--- src/rtl/mac_lookup_if.sv ---
// Signals between the MAC lookup controller and its neighbours: the ingress
// byte stream, the MAC table request/result, and the forwarding decision.
interface mac_lookup_if #(
    parameter int pPORT_NUM      = 4,
    parameter int pMAC_MEM_DEPTH = 1024
);
    localparam int PW = $clog2(pPORT_NUM);
    localparam int IW = $clog2(pMAC_MEM_DEPTH);

    logic          i_valid;
    logic          i_sof;
    logic [7:0]    i_data;
    logic [PW-1:0] i_src_port;
    logic          o_ready;
    logic          o_write_enable;
    logic [PW-1:0] o_port_num;
    logic [IW-1:0] o_MAC_SA;
    logic [IW-1:0] o_MAC_DA;
    logic [PW-1:0] i_port_lookup;
    logic          o_dec_valid;
    logic          i_dec_ready;
    logic [PW-1:0] o_dec_port;
    logic          o_dec_flood;
    logic          o_dec_drop;

    // controller side
    modport slave (
        input  i_valid, i_sof, i_data, i_src_port, i_port_lookup, i_dec_ready,
        output o_ready, o_write_enable, o_port_num, o_MAC_SA, o_MAC_DA,
        output o_dec_valid, o_dec_port, o_dec_flood, o_dec_drop
    );

    // ingress / table / arbiter side
    modport master (
        output i_valid, i_sof, i_data, i_src_port, i_port_lookup, i_dec_ready,
        input  o_ready, o_write_enable, o_port_num, o_MAC_SA, o_MAC_DA,
        input  o_dec_valid, o_dec_port, o_dec_flood, o_dec_drop
    );
endinterface

--- src/rtl/mac_lookup_ctrl.sv ---
// MAC table requester: collects DA/SA from the ingress byte stream, hashes
// them into table indices, issues learn + lookup, and hands one forwarding
// decision per frame to the pre-arbiters. All outputs are registered.
module mac_lookup_ctrl #(
    parameter int pPORT_NUM      = 4,
    parameter int pMAC_MEM_DEPTH = 1024,
    parameter int pHDR_BYTES     = 12
) (
    input logic        iclk,
    input logic        irst_n,
    mac_lookup_if.slave bus
);
    localparam int PW       = $clog2(pPORT_NUM);
    localparam int IW       = $clog2(pMAC_MEM_DEPTH);
    localparam int CW       = $clog2(pHDR_BYTES + 1);
    localparam int DA_BYTES = 6;
    localparam int NSL      = (48 + IW - 1) / IW;

    typedef enum logic [2:0] {S_IDLE, S_COLLECT, S_LOOKUP, S_WAIT, S_DECIDE} state_t;

    // XOR-fold of the zero-extended MAC into IW-bit slices
    function automatic logic [IW-1:0] mac_hash(input logic [47:0] mac);
        logic [NSL*IW-1:0] ext;
        logic [IW-1:0]     h;
        ext       = '0;
        ext[47:0] = mac;
        h         = '0;
        for (int s = 0; s < NSL; s++) h = h ^ ext[s*IW +: IW];
        return h;
    endfunction

    state_t        state_q, state_d;
    logic [CW-1:0] cnt_q, cnt_d;
    logic [47:0]   da_q, da_d, sa_q, sa_d;
    logic [PW-1:0] src_q, src_d;
    logic          ready_q, ready_d;
    logic          we_q, we_d;
    logic [PW-1:0] port_num_q, port_num_d;
    logic [IW-1:0] mac_sa_q, mac_sa_d, mac_da_q, mac_da_d;
    logic          dec_valid_q, dec_valid_d;
    logic [PW-1:0] dec_port_q, dec_port_d;
    logic          dec_flood_q, dec_flood_d;
    logic          dec_drop_q, dec_drop_d;
    logic          accept;

    assign accept = bus.i_valid && ready_q;

    // state and datapath registers, synchronous active-low reset
    always_ff @(posedge iclk) begin
        if (!irst_n) begin
            state_q     <= S_IDLE;
            cnt_q       <= '0;
            da_q        <= '0;
            sa_q        <= '0;
            src_q       <= '0;
            ready_q     <= 1'b0;
            we_q        <= 1'b0;
            port_num_q  <= '0;
            mac_sa_q    <= '0;
            mac_da_q    <= '0;
            dec_valid_q <= 1'b0;
            dec_port_q  <= '0;
            dec_flood_q <= 1'b0;
            dec_drop_q  <= 1'b0;
        end else begin
            state_q     <= state_d;
            cnt_q       <= cnt_d;
            da_q        <= da_d;
            sa_q        <= sa_d;
            src_q       <= src_d;
            ready_q     <= ready_d;
            we_q        <= we_d;
            port_num_q  <= port_num_d;
            mac_sa_q    <= mac_sa_d;
            mac_da_q    <= mac_da_d;
            dec_valid_q <= dec_valid_d;
            dec_port_q  <= dec_port_d;
            dec_flood_q <= dec_flood_d;
            dec_drop_q  <= dec_drop_d;
        end
    end

    // next-state: header collection, learn/lookup issue, decision handshake
    always_comb begin
        state_d     = state_q;
        cnt_d       = cnt_q;
        da_d        = da_q;
        sa_d        = sa_q;
        src_d       = src_q;
        ready_d     = ready_q;
        we_d        = 1'b0;
        port_num_d  = port_num_q;
        mac_sa_d    = mac_sa_q;
        mac_da_d    = mac_da_q;
        dec_valid_d = dec_valid_q;
        dec_port_d  = dec_port_q;
        dec_flood_d = dec_flood_q;
        dec_drop_d  = dec_drop_q;
        case (state_q)
            S_IDLE, S_COLLECT: begin
                ready_d = 1'b1;
                if (accept && bus.i_sof) begin
                    // sof always (re)starts the header at DA byte 0
                    da_d    = {da_q[39:0], bus.i_data};
                    src_d   = bus.i_src_port;
                    cnt_d   = CW'(1);
                    state_d = S_COLLECT;
                end else if (accept && state_q == S_COLLECT) begin
                    if (cnt_q < CW'(DA_BYTES)) da_d = {da_q[39:0], bus.i_data};
                    else                       sa_d = {sa_q[39:0], bus.i_data};
                    cnt_d = cnt_q + 1'b1;
                    if (cnt_q == CW'(pHDR_BYTES - 1)) begin
                        // last header byte: present learn + lookup next cycle
                        state_d    = S_LOOKUP;
                        ready_d    = 1'b0;
                        cnt_d      = '0;
                        we_d       = 1'b1;
                        port_num_d = src_q;
                        mac_da_d   = mac_hash(da_d);
                        mac_sa_d   = mac_hash(sa_d);
                    end
                end
            end
            S_LOOKUP: begin
                state_d = S_WAIT;
            end
            S_WAIT: begin
                // table read is registered; result is valid this cycle
                dec_valid_d = 1'b1;
                dec_flood_d = da_q[40];
                dec_port_d  = bus.i_port_lookup;
                dec_drop_d  = !da_q[40] && (bus.i_port_lookup == src_q);
                state_d     = S_DECIDE;
            end
            S_DECIDE: begin
                if (bus.i_dec_ready) begin
                    dec_valid_d = 1'b0;
                    dec_port_d  = '0;
                    dec_flood_d = 1'b0;
                    dec_drop_d  = 1'b0;
                    ready_d     = 1'b1;
                    state_d     = S_IDLE;
                end
            end
            default: state_d = S_IDLE;
        endcase
    end

    assign bus.o_ready        = ready_q;
    assign bus.o_write_enable = we_q;
    assign bus.o_port_num     = port_num_q;
    assign bus.o_MAC_SA       = mac_sa_q;
    assign bus.o_MAC_DA       = mac_da_q;
    assign bus.o_dec_valid    = dec_valid_q;
    assign bus.o_dec_port     = dec_port_q;
    assign bus.o_dec_flood    = dec_flood_q;
    assign bus.o_dec_drop     = dec_drop_q;
endmodule

--- src/flat_wrapper.sv ---
// flat-port wrapper written by rule: the top's interface ports become plain ports
module mac_lookup_ctrl_flat 
#(
    parameter int pPORT_NUM      = 4,
    parameter int pMAC_MEM_DEPTH = 1024,
    parameter int pHDR_BYTES     = 12
)
  (iclk, irst_n, bus_i_valid, bus_i_sof, bus_i_data, bus_i_src_port, bus_i_port_lookup, bus_i_dec_ready, bus_o_ready, bus_o_write_enable, bus_o_port_num, bus_o_MAC_SA, bus_o_MAC_DA, bus_o_dec_valid, bus_o_dec_port, bus_o_dec_flood, bus_o_dec_drop);
  mac_lookup_if #(.pPORT_NUM(pPORT_NUM), .pMAC_MEM_DEPTH(pMAC_MEM_DEPTH)) bus_i ();
  input logic iclk;
  input logic irst_n;
  input wire logic [$bits(bus_i.i_valid)-1:0] bus_i_valid;
  input wire logic [$bits(bus_i.i_sof)-1:0] bus_i_sof;
  input wire logic [$bits(bus_i.i_data)-1:0] bus_i_data;
  input wire logic [$bits(bus_i.i_src_port)-1:0] bus_i_src_port;
  input wire logic [$bits(bus_i.i_port_lookup)-1:0] bus_i_port_lookup;
  input wire logic [$bits(bus_i.i_dec_ready)-1:0] bus_i_dec_ready;
  output wire logic [$bits(bus_i.o_ready)-1:0] bus_o_ready;
  output wire logic [$bits(bus_i.o_write_enable)-1:0] bus_o_write_enable;
  output wire logic [$bits(bus_i.o_port_num)-1:0] bus_o_port_num;
  output wire logic [$bits(bus_i.o_MAC_SA)-1:0] bus_o_MAC_SA;
  output wire logic [$bits(bus_i.o_MAC_DA)-1:0] bus_o_MAC_DA;
  output wire logic [$bits(bus_i.o_dec_valid)-1:0] bus_o_dec_valid;
  output wire logic [$bits(bus_i.o_dec_port)-1:0] bus_o_dec_port;
  output wire logic [$bits(bus_i.o_dec_flood)-1:0] bus_o_dec_flood;
  output wire logic [$bits(bus_i.o_dec_drop)-1:0] bus_o_dec_drop;
  assign bus_i.i_valid = bus_i_valid;
  assign bus_i.i_sof = bus_i_sof;
  assign bus_i.i_data = bus_i_data;
  assign bus_i.i_src_port = bus_i_src_port;
  assign bus_i.i_port_lookup = bus_i_port_lookup;
  assign bus_i.i_dec_ready = bus_i_dec_ready;
  assign bus_o_ready = bus_i.o_ready;
  assign bus_o_write_enable = bus_i.o_write_enable;
  assign bus_o_port_num = bus_i.o_port_num;
  assign bus_o_MAC_SA = bus_i.o_MAC_SA;
  assign bus_o_MAC_DA = bus_i.o_MAC_DA;
  assign bus_o_dec_valid = bus_i.o_dec_valid;
  assign bus_o_dec_port = bus_i.o_dec_port;
  assign bus_o_dec_flood = bus_i.o_dec_flood;
  assign bus_o_dec_drop = bus_i.o_dec_drop;
  mac_lookup_ctrl #(.pPORT_NUM(pPORT_NUM), .pMAC_MEM_DEPTH(pMAC_MEM_DEPTH), .pHDR_BYTES(pHDR_BYTES)) u_core (.iclk(iclk), .irst_n(irst_n), .bus(bus_i));
endmodule
--- config.mk ---
export PLATFORM = sky130hd
export DESIGN_NAME = mac_lookup_ctrl_flat
export DESIGN_NICKNAME = d
export VERILOG_FILES = /design/src/rtl/mac_lookup_if.sv /design/src/rtl/mac_lookup_ctrl.sv /design/src/flat_wrapper.sv
export SDC_FILE = /design/constraint.sdc
export NUM_CORES = 1
export LEC_CHECK = 0
export ABC_CLOCK_PERIOD_IN_PS = 1400
export CORE_AREA = 2 2 110 112
export DETAILED_ROUTE_END_ITERATION = 12
export DIE_AREA = 0 0 112 114
export PLACE_DENSITY = 0.79
export SLEW_MARGIN = 20
export SYNTH_ARGS = -nofsm -noshare
export SYNTH_HDL_FRONTEND = slang
export SYNTH_SLANG_ARGS = --single-unit
export TNS_END_PERCENT = 5
--- constraint.sdc ---
create_clock -name iclk -period 1.4 [get_ports iclk]
set_input_delay 0.21 -clock iclk [delete_from_list [all_inputs] [get_ports iclk]]
set_output_delay 0.21 -clock iclk [all_outputs]
set_load 0.02 [all_outputs]
Yosys cells after proc, flatten, opt, wreduce, memory -nomap -nowiden --
Index checks and enable logic that the tools add are counted.
Word-level totals: register bits after elaboration 134, bits in latches 0, bits in writable memories 0, bits in read-only memories 0, input bits 17, output and inout bits 29, word-level logic and storage cells 85, memories kept 0
Operators by class: add/sub/neg operators 1, multipliers 0, divide/modulo/power cells 0, $lt $le $gt $ge 1, equal/unequal tests 9, shift-type cells 0, mux-type cells 30, bitwise operators 12, reduce and logical (&&, ||, !) cells 18
Operators by type and width (count):
- 48-bit 2-to-1 mux | 10
- 10-bit XOR | 6
- 10-bit by 8-bit XOR with 10-bit output | 2
- 3-bit 2-to-1 mux | 4
- 4-bit 2-to-1 mux | 3
- 3-bit one-hot mux with 4 select lines | 1
- 1-bit one-hot mux with 2 select lines | 4
- 2-bit AND reduction | 4
- 3-bit by 2-bit equality test with 1-bit output, second input constant | 2
- 1-bit 2-to-1 mux | 6
- 3-bit by 1-bit != test with 1-bit output, second input constant | 2
- 3-bit AND reduction | 2
- 2-bit nonzero test | 3
- 4-bit by 1-bit adder with 4-bit output, second input constant | 1
- 4-bit equality test, second input constant | 1
- 1-bit logical AND | 4
- 4-bit by 3-bit < comparator with 1-bit output, second input constant | 1
- 1-bit inverter | 4
- 2-bit one-hot mux with 2 select lines | 1
- 4-bit AND reduction | 1
- 4-bit OR reduction | 1
- 3-bit by 1-bit equality test with 1-bit output, second input constant | 1
- 3-bit equality test, second input constant | 1
- 3-bit zero test | 1
- 5 further kinds | 5

Logic depth before layout (Yosys ltp) --
Gate-level depths: netlist (run 1).
word-level depth 9, depth in mapped cells 8, gate-level depth less buffers 5

Worst setup path before layout (run 1) --
OpenSTA, ideal clock, no wires.
path kind reg-to-reg, start point reg u_core.ready_q, in the netlist u_core.bus.o_ready, end point reg u_core.mac_da_q[8], in the netlist u_core.bus.o_MAC_DA[8], library setup time 0.116 ns, arrival time 1.427 ns, required time 1.284 ns, slack -0.143 ns, cell stages (with the launch flop) 7, path buffers 2, clock period less this slack 1.543 ns, path through dfxtp_1 nand4bb_1 buf_2 nor3_4 buf_4 nand2_1 o211a_1
On the way: longest elaborated chain between the ends 4, elaborated cells on any way between the ends 5, those cells by class 1 x bitwise; 4 x reduce/logical
RTL lines:
- start: declaration | RTL line mac_lookup_ctrl.sv:36 | logic ready_q, ready_d;
- start signal: assignment | RTL line mac_lookup_ctrl.sv:71 | ready_q <= ready_d;
- 1-bit logical AND * | RTL line mac_lookup_ctrl.sv:46 | assign accept = bus.i_valid && ready_q;
- 1-bit logical AND | RTL line mac_lookup_ctrl.sv:102 | if (accept && bus.i_sof) begin
- 1-bit inverter (no source line)
- 4-bit AND reduction (no source line) *
- end signal: assignment | RTL line mac_lookup_ctrl.sv:75 | mac_da_q <= mac_da_d;
- end: declaration | RTL line mac_lookup_ctrl.sv:39 | logic [IW-1:0] mac_sa_q, mac_sa_d, mac_da_q, mac_da_d;
Mark *: on every way between the ends. The rest lies on a longest branch, timed or not. A chain may end at the register's enable or synchronous reset.

Worst setup path in the final report (run 1) --
start point reg u_core.cnt_q[1], end point reg u_core.sa_q[28]
On the way: longest elaborated chain between the ends 5
RTL lines:
- start: declaration | RTL line mac_lookup_ctrl.sv:33 | logic [CW-1:0] cnt_q, cnt_d;
- start signal: assignment | RTL line mac_lookup_ctrl.sv:67 | cnt_q <= cnt_d;
- 4-bit by 3-bit < comparator with 1-bit output | RTL line mac_lookup_ctrl.sv:109 | if (cnt_q < CW'(DA_BYTES)) da_d = {da_q[39:0], bus.i_data};
- 48-bit 2-to-1 mux | RTL line mac_lookup_ctrl.sv:109
- 48-bit 2-to-1 mux | RTL line mac_lookup_ctrl.sv:108 | end else if (accept && state_q == S_COLLECT) begin
- 48-bit 2-to-1 mux | RTL line mac_lookup_ctrl.sv:102
- 48-bit 2-to-1 mux | RTL line mac_lookup_ctrl.sv:99 | case (state_q)
- end signal: assignment | RTL line mac_lookup_ctrl.sv:54 | sa_q <= '0;
- end signal: assignment | RTL line mac_lookup_ctrl.sv:69 | sa_q <= sa_d;
- end: declaration | RTL line mac_lookup_ctrl.sv:34 | logic [47:0] da_q, da_d, sa_q, sa_d;
Every way passes these cells. The select of a mux whose other input is x is not followed.

==> metrics, run 1 <==
run status finished with violations; failing checks setup timing; Hold Path Origin irst_n; initial core utilization ~50%; Setup TNS Final -13400 ps; Compound-Gate Fraction of Synth Area 22.5%; commonest non-fill, non-tap cell in the layout dfxtp_1; Post-synth EDFFs 0; CTS Buf Count 17; Port Buf Inserts 45; total number of vias about 5200; Post-synth top flop dfxtp_1; adder-cell share of the synthesized area 0.214%; P per Cell Area roughly 1100 nW/um^2; Async S/R FF share, synth 0%; Final GP Congestion 0.803; Synth Net Count 667; DRT antenna net count 0; worst reg2reg endpoint u_core.sa_q[28]$_SDFFE_PN0P_; RR Startpoint u_core.cnt_q[1]$_SDFFE_PN0P_; Placed Cells roughly 830; clk buf depth 2; commonest cells after routing, fill and taps aside dfxtp_1 (118), nand2_1 (114), a21boi_1 (91), nand3_1 (51), buf_4 (41); count of final setup violators 115; Syn Std Cell Area 5850 sq um; Worst EP arrival 1970 ps; RSZ-0062 raised after global routing yes; Final Util 66.8%; Simple-Gate Fraction of Synth Area 16.3%; flop2flop setup slack -220 ps; FILL cells 870; Netlist cell types between 40 and 50; Die Wd ~110 um; DR pass1 iterations 7; Final period util 116%; Synth Area in XOR/XNOR 13.0%; clock sink count roughly 130; hold buffer count at CTS 0; Detailed Place HPWL ~8700 um; num rows 40; wire length per cell after detailed routing about 19 um; Worst IR Drop VDD 0.795 mV; Crit Path Max Fanout 10; Cells after Synth 649; synthesis-to-layout area growth 33.7%; core area 11700 sq um; Post-route DRC 0; largest net degree at the start of global routing between 90 and 100; Die Ht around 110 um; gr usage total 23.4%; initial antenna violation count 0; Fin Clk Skew 9.83 ps; Hold EP u_core.state_q[2]$_SDFFE_PN0P_; # Max-Cap Violations 0; highest attainable clock frequency 0.618 GHz; clock-pin slew on the worst setup and hold paths 60 ps; final hold slack 301 ps; NumNets Final 741; Cells on Worst Hold Path 3; drt via density 5.85; I/O Pins 46; CP startpoint kind flop; Non-Filler Instances between 800 and 900; final wirelength ~16000 um; CTS tree yes; vias in the first global route 4877; multiplexer area fraction after synthesis 0%; GR Overflow Total 0; clock root buffer clkbuf_16; HP Class in2reg; # diodes 0; synthesized flop and latch total between 100 and 150; Synth Warn # 0; fin crit period 1620 ps; reg2reg path depth 8; DR iter-0 viols 505; CP endpoint kind flop; average cell area after synthesis 9.02 sq um; first-pass GRT wire length 23700 um; Seq/Total Area, Yosys 43.1%; final-report hold violation count 0; share of layout cells above drive strength 1 between 10% and 20%; leakage power between 3 and 4 nW; Slew Limit Headroom 72.9%; Placement Setup Slack -482 ps; Final Max Slew Viols 0; worst slew pin tran 403 ps; full die area between 10000 and 15000 sq um; largest family of logic cells by synthesized area compound AO/OA/AOI/OAI gates; fin worst setup slack -217 ps; kind of critical path reg2reg; H-Tree Depth 4; Req. time, crit path 1750 ps; worst skew pair latency 420 ps
==> worst max-delay path by stage <==
stage                                    from                                   to  slack, ps  cells past startpoint
2_1_floorplan  u_core.state_q[1]$_SDFFE_PN0P_  u_core.bus.o_MAC_DA[8]$_SDFFE_PN0P_        -30                      7
3_3_place_gp                      bus_i_valid  u_core.bus.o_MAC_SA[3]$_SDFFE_PN0P_       -380                      6
3_5_place_dp                      bus_i_valid         u_core.sa_q[23]$_SDFFE_PN0P_       -480                      6
4_1_cts          u_core.cnt_q[1]$_SDFFE_PN0P_  u_core.bus.o_MAC_DA[5]$_SDFFE_PN0P_       -200                      7
5_1_grt          u_core.cnt_q[1]$_SDFFE_PN0P_         u_core.sa_q[28]$_SDFFE_PN0P_       -290                      8
6_report         u_core.cnt_q[1]$_SDFFE_PN0P_         u_core.sa_q[28]$_SDFFE_PN0P_       -220                      8
==> report_power, final <==
group	internal, mW	leakage, nW	switching [mW]	total [mW]
logic	0.215	1.69	0.258	0.473
registers	3.60	1.02	0.0207	3.62
clock network	3.02	0.297	1.56	4.59
==> per-layer routing <==
metal / vias up / share of wire [%] / GRT usage (%) / wire length, um
li1: 2383 / - / - / -
met4: 0 / 3.3 / 9.35 / 538
met5: - / 0 / 0 / 0
met3: 50 / 5.4 / 5.63 / 889
met1: 2544 / 40 / 27.7 / 6580
met2: 186 / 51 / 41.1 / 8340
==> sequential cells by signal (all words and copies together) (netlist names) <==
signal and flops:
u_core.bus.o_write_enable 1, u_core.state_q 3, u_core.bus.o_dec_drop 1, u_core.bus.o_dec_valid 1, u_core.da_q 48, u_core.bus.o_MAC_DA 10, u_core.bus.o_ready 1, u_core.sa_q 40
u_core.bus.o_port_num 2, u_core.cnt_q 4, u_core.bus.o_dec_port 2, u_core.bus.o_dec_flood 1, u_core.bus.o_MAC_SA 10, u_core.src_q 2
==> cell usage after synthesis, types with 4 or more instances <==
cell type	n	area [sq um]
dfxtp_1	126	2520
a21oi_1	4	20.0
and2_1	5	31.3
xnor2_1	34	298
clkbuf_1	31	116
xnor3_1	16	360
nand3_1	54	270
nand2_1	118	443
xor2_1	12	105
o21ai_0	59	295
a21boi_1	24	180
a41oi_1	6	52.6
a21boi_0	79	593
buf_2	19	95.1
nor2b_1	7	43.8
a22oi_1	4	30.0
o211a_1	4	40.0
nor2_1	7	26.3
==> area by class of cell <==
| type | instances | area, sq um | share of cell area (%) |
|---|---|---|---|
| well taps | 147 | 184 | 2.35 |
| multi-input cells | 463 | 3260 | 41.7 |
| inverters | 3 | 11.3 | 0.144 |
| repair buffers | 112 | 1220 | 15.6 |
| clock inverters | 5 | 103 | 1.31 |
| flip-flops and latches | 126 | 2540 | 32.4 |
| clock buffers | 26 | 509 | 6.51 |
==> through the flow <==
stage          power, mW  area [sq um]
2_1_floorplan       3.95          5900
3_3_place_gp        4.11          6680
4_1_cts             8.67          7490
5_1_grt             8.92          7830
3_5_place_dp        4.12          6680
6_report            8.68          7830
==> worst max-delay path, cell delays in order (launching register included) <==
cell and delay [ps]:
dfxtp_4 360, buf_12 100, a21oi_4 60, buf_6 130
nor3_4 320, buf_6 200, clkbuf_16 160, nand2_1 60
a21boi_1 150
==> logic make-up after synthesis <==
logic type / after synthesis
simple gates: 207
xor+xnor: 62
flops: 126
compound gates: 193
fa+ha+maj: 1
buf+inv: 60
==> what timing repair did <==
item,4_1_cts,5_1_grt
endpoints found under the setup margin,142,122
setup buffers,5,9
cloned,4,6
gates resized for setup,103,73
pin swaps,11,13
No activity file was read; power rests on OpenSTA's default activity.
==> run 2, diff against run 1 <==
--- a/config.mk
+++ b/config.mk
@@ -5,8 +5,8 @@
 export SDC_FILE = /design/constraint.sdc
 export NUM_CORES = 1
 export LEC_CHECK = 0
-export ABC_CLOCK_PERIOD_IN_PS = 1400
 export CORE_AREA = 2 2 110 112
+export CTS_BUF_LIST = sky130_fd_sc_hd__clkbuf_16
 export DETAILED_ROUTE_END_ITERATION = 12
 export DIE_AREA = 0 0 112 114
 export PLACE_DENSITY = 0.79
@@ -14,4 +14,3 @@
 export SYNTH_ARGS = -nofsm -noshare
 export SYNTH_HDL_FRONTEND = slang
 export SYNTH_SLANG_ARGS = --single-unit
-export TNS_END_PERCENT = 5
==> metrics, run 2 (synthesis results as in run 1) <==
commonest non-fill, non-tap cell in the layout dfxtp_1; HP Class in2reg; wire length per cell after detailed routing 20.0 um; DR iter-0 viols between 400 and 500; # Max-Cap Violations 0; RR Startpoint u_core.cnt_q[1]$_SDFFE_PN0P_; busiest layer in global routing met2; hold buffer count at CTS 0; CTS tree yes; I/O Pins 46; CP startpoint kind flop; worst slew pin tran around 470 ps; max reg flops 48; initial antenna violation count 0; initial core utilization 50.0%; commonest cells after routing, fill and taps aside dfxtp_1 (119), nand2_1 (106), a21boi_1 (86), nand3_1 (47), buf_4 (40); CP endpoint kind flop; largest net degree at the start of global routing 98; H-Tree Depth 4; Fin Clk Skew 7.02 ps; Placement Setup Slack -411 ps; critical path's top delay family compound AO/OA/AOI/OAI gates; clock root buffer clkbuf_16; final-report hold violation count 0; GR Util met3 roughly 5.8%; vias in the first global route 5212; Area after DPL 6680 sq um; CP peak stage delay 380 ps; Worst IR Drop VDD roughly 0.74 mV; first-pass GRT wire length 26000 um; count of final setup violators 114; reg2reg path depth 8; gr usage total 25.9%; Port Buf Inserts between 40 and 50; # diodes 0; Most Frequent Cell on Critical Path buf_6; clock-pin slew on the worst setup and hold paths ~60 ps; M2 GR Usage between 40% and 50%; DR pass1 iterations 5; Req. time, crit path 1720 ps; Buf/Inv on CP 4; Die Ht 114 um; Final Max Slew Viols 0; GR Overflow Total 0; Critical-path top delay cell dfxtp_4; flop2flop setup slack -190 ps; Cells on Worst Hold Path 4; NumNets Final 755; CP cell instances buf_6 > a21oi_4 > buf_6 > a21oi_4 > buf_6 > buf_12 > o21ai_1 > a21boi_1; highest attainable clock frequency 0.629 GHz; Slew Limit Headroom 68.9%; Most flops, register u_core.da_q; Detailed Place HPWL 8740 um; Placed Cells 830; drt via density 5.91; Worst Setup SP u_core.cnt_q[1]$_SDFFE_PN0P_; synthesis-to-layout area growth 39.2%; leakage power 3.22 nW; clock share of power 49.1%; met1 GRT Util 30.4%; core area ~12000 sq um; Hold Path Origin irst_n; Worst EP arrival 1910 ps; Post-route DRC 0; full die area 12800 sq um; Die Wd 112 um; Final period util 113%; clock sink count about 130; fin crit period approximately 1600 ps; Sw Pwr 1.92 mW; CTS Buf Count 17; clk buf depth 2; Non-Filler Instances about 900; num rows 40; DRT antenna net count 0; Crit Path Max Fanout 6; biggest regs u_core.da_q x48, u_core.sa_q x40; Hold EP u_core.bus.o_MAC_DA[4]$_SDFFE_PN0P_; RSZ-0062 raised after global routing yes; combinational share of power roughly 7.7%; P per Cell Area 1030 nW/um^2; switch share a little under a quarter; design area ~8100 sq um; share of layout cells above drive strength 1 25.3%; run status finished with violations; final wirelength 18000 um; failing checks setup timing; kind of critical path reg2reg; Seq pwr share 43.2%; worst reg2reg endpoint u_core.da_q[22]$_SDFFE_PN0P_; Final GP Congestion 0.777; total number of vias 5301; fin worst setup slack -189 ps; Internal 6.46 mW; worst skew pair latency 420 ps
[run 2: cell count changes in the layout (fill, tap and decap cells not counted), sizes merged]
cell    previous run  this run
clkbuf            30        22
buf               64        76
inv                3         9
nor2               8         9
bufinv             3         2
clkinv             1         6
[run 2: how the worst max path moves through the flow]
stage	to	slack (ps)	cells past startpoint
global route	u_core.cnt_q[1]$_SDFFE_PN0P_	-240	7
global placement	u_core.bus.o_MAC_SA[2]$_SDFFE_PN0P_	-340	6
finish	u_core.da_q[22]$_SDFFE_PN0P_	-190	8
floorplan	u_core.bus.o_MAC_DA[8]$_SDFFE_PN0P_	-30	7
detailed placement	u_core.sa_q[25]$_SDFFE_PN0P_	-410	6
CTS	u_core.bus.o_MAC_DA[6]$_SDFFE_PN0P_	-100	7
[run 2: worst min-delay path, stage by stage]
cell and delay, ps:
buf_2 120, buf_12 190, o21ai_2 100, a41oi_2 40
[run 2: stage by stage]
| step | setup TNS [ps] | power, mW | hold slack, ps | util [%] |
|---|---|---|---|---|
| finish | -11860 | 8.39 | 311 | 69.6 |
| detailed placement | -40480 | 4.12 | 446 | 57.0 |
| floorplan | -172 | 3.95 | 355 | - |
| CTS | -3570 | 8.29 | 308 | 65.6 |
| global route | -18390 | 8.64 | 329 | 69.6 |
| global placement | -34040 | 4.11 | 443 | 57.0 |
[run 2: power by group through the flow]
stage | combinational (mW) | sequential (mW) | clock [mW]
6_report | 0.645 | 3.63 | 4.11
5_1_grt | 0.673 | 3.63 | 4.34
4_1_cts | 0.566 | 3.62 | 4.10
3_5_place_dp | 0.423 | 3.70 | 0
3_3_place_gp | 0.414 | 3.70 | 0
2_1_floorplan | 0.254 | 3.70 | 0
[run 2: layer usage]
metal | wire [um] | up-vias
met4 | 574 | 0
li1 | - | 2421
met2 | 9470 | 224
met3 | 1010 | 51
met1 | 6900 | 2605
met5 | 0 | -
[run 2: layout make-up]
cell class              instances  area [sq um]
flip-flops and latches        126          2530
well taps                     147           184
fillers                       798          3560
multi-input cells             464          3440
repair buffers                125          1440
inverters                       3          11.3
clock inverters                15           116
clock buffers                  17           425
[run 2: what timing repair did]
action | in CTS | in global routing
gates cloned | 11 | 5
pin swaps | 23 | 30
endpoints found under the setup margin | 142 | 122
resized for setup | 144 | 127
setup buffers | 12 | 10
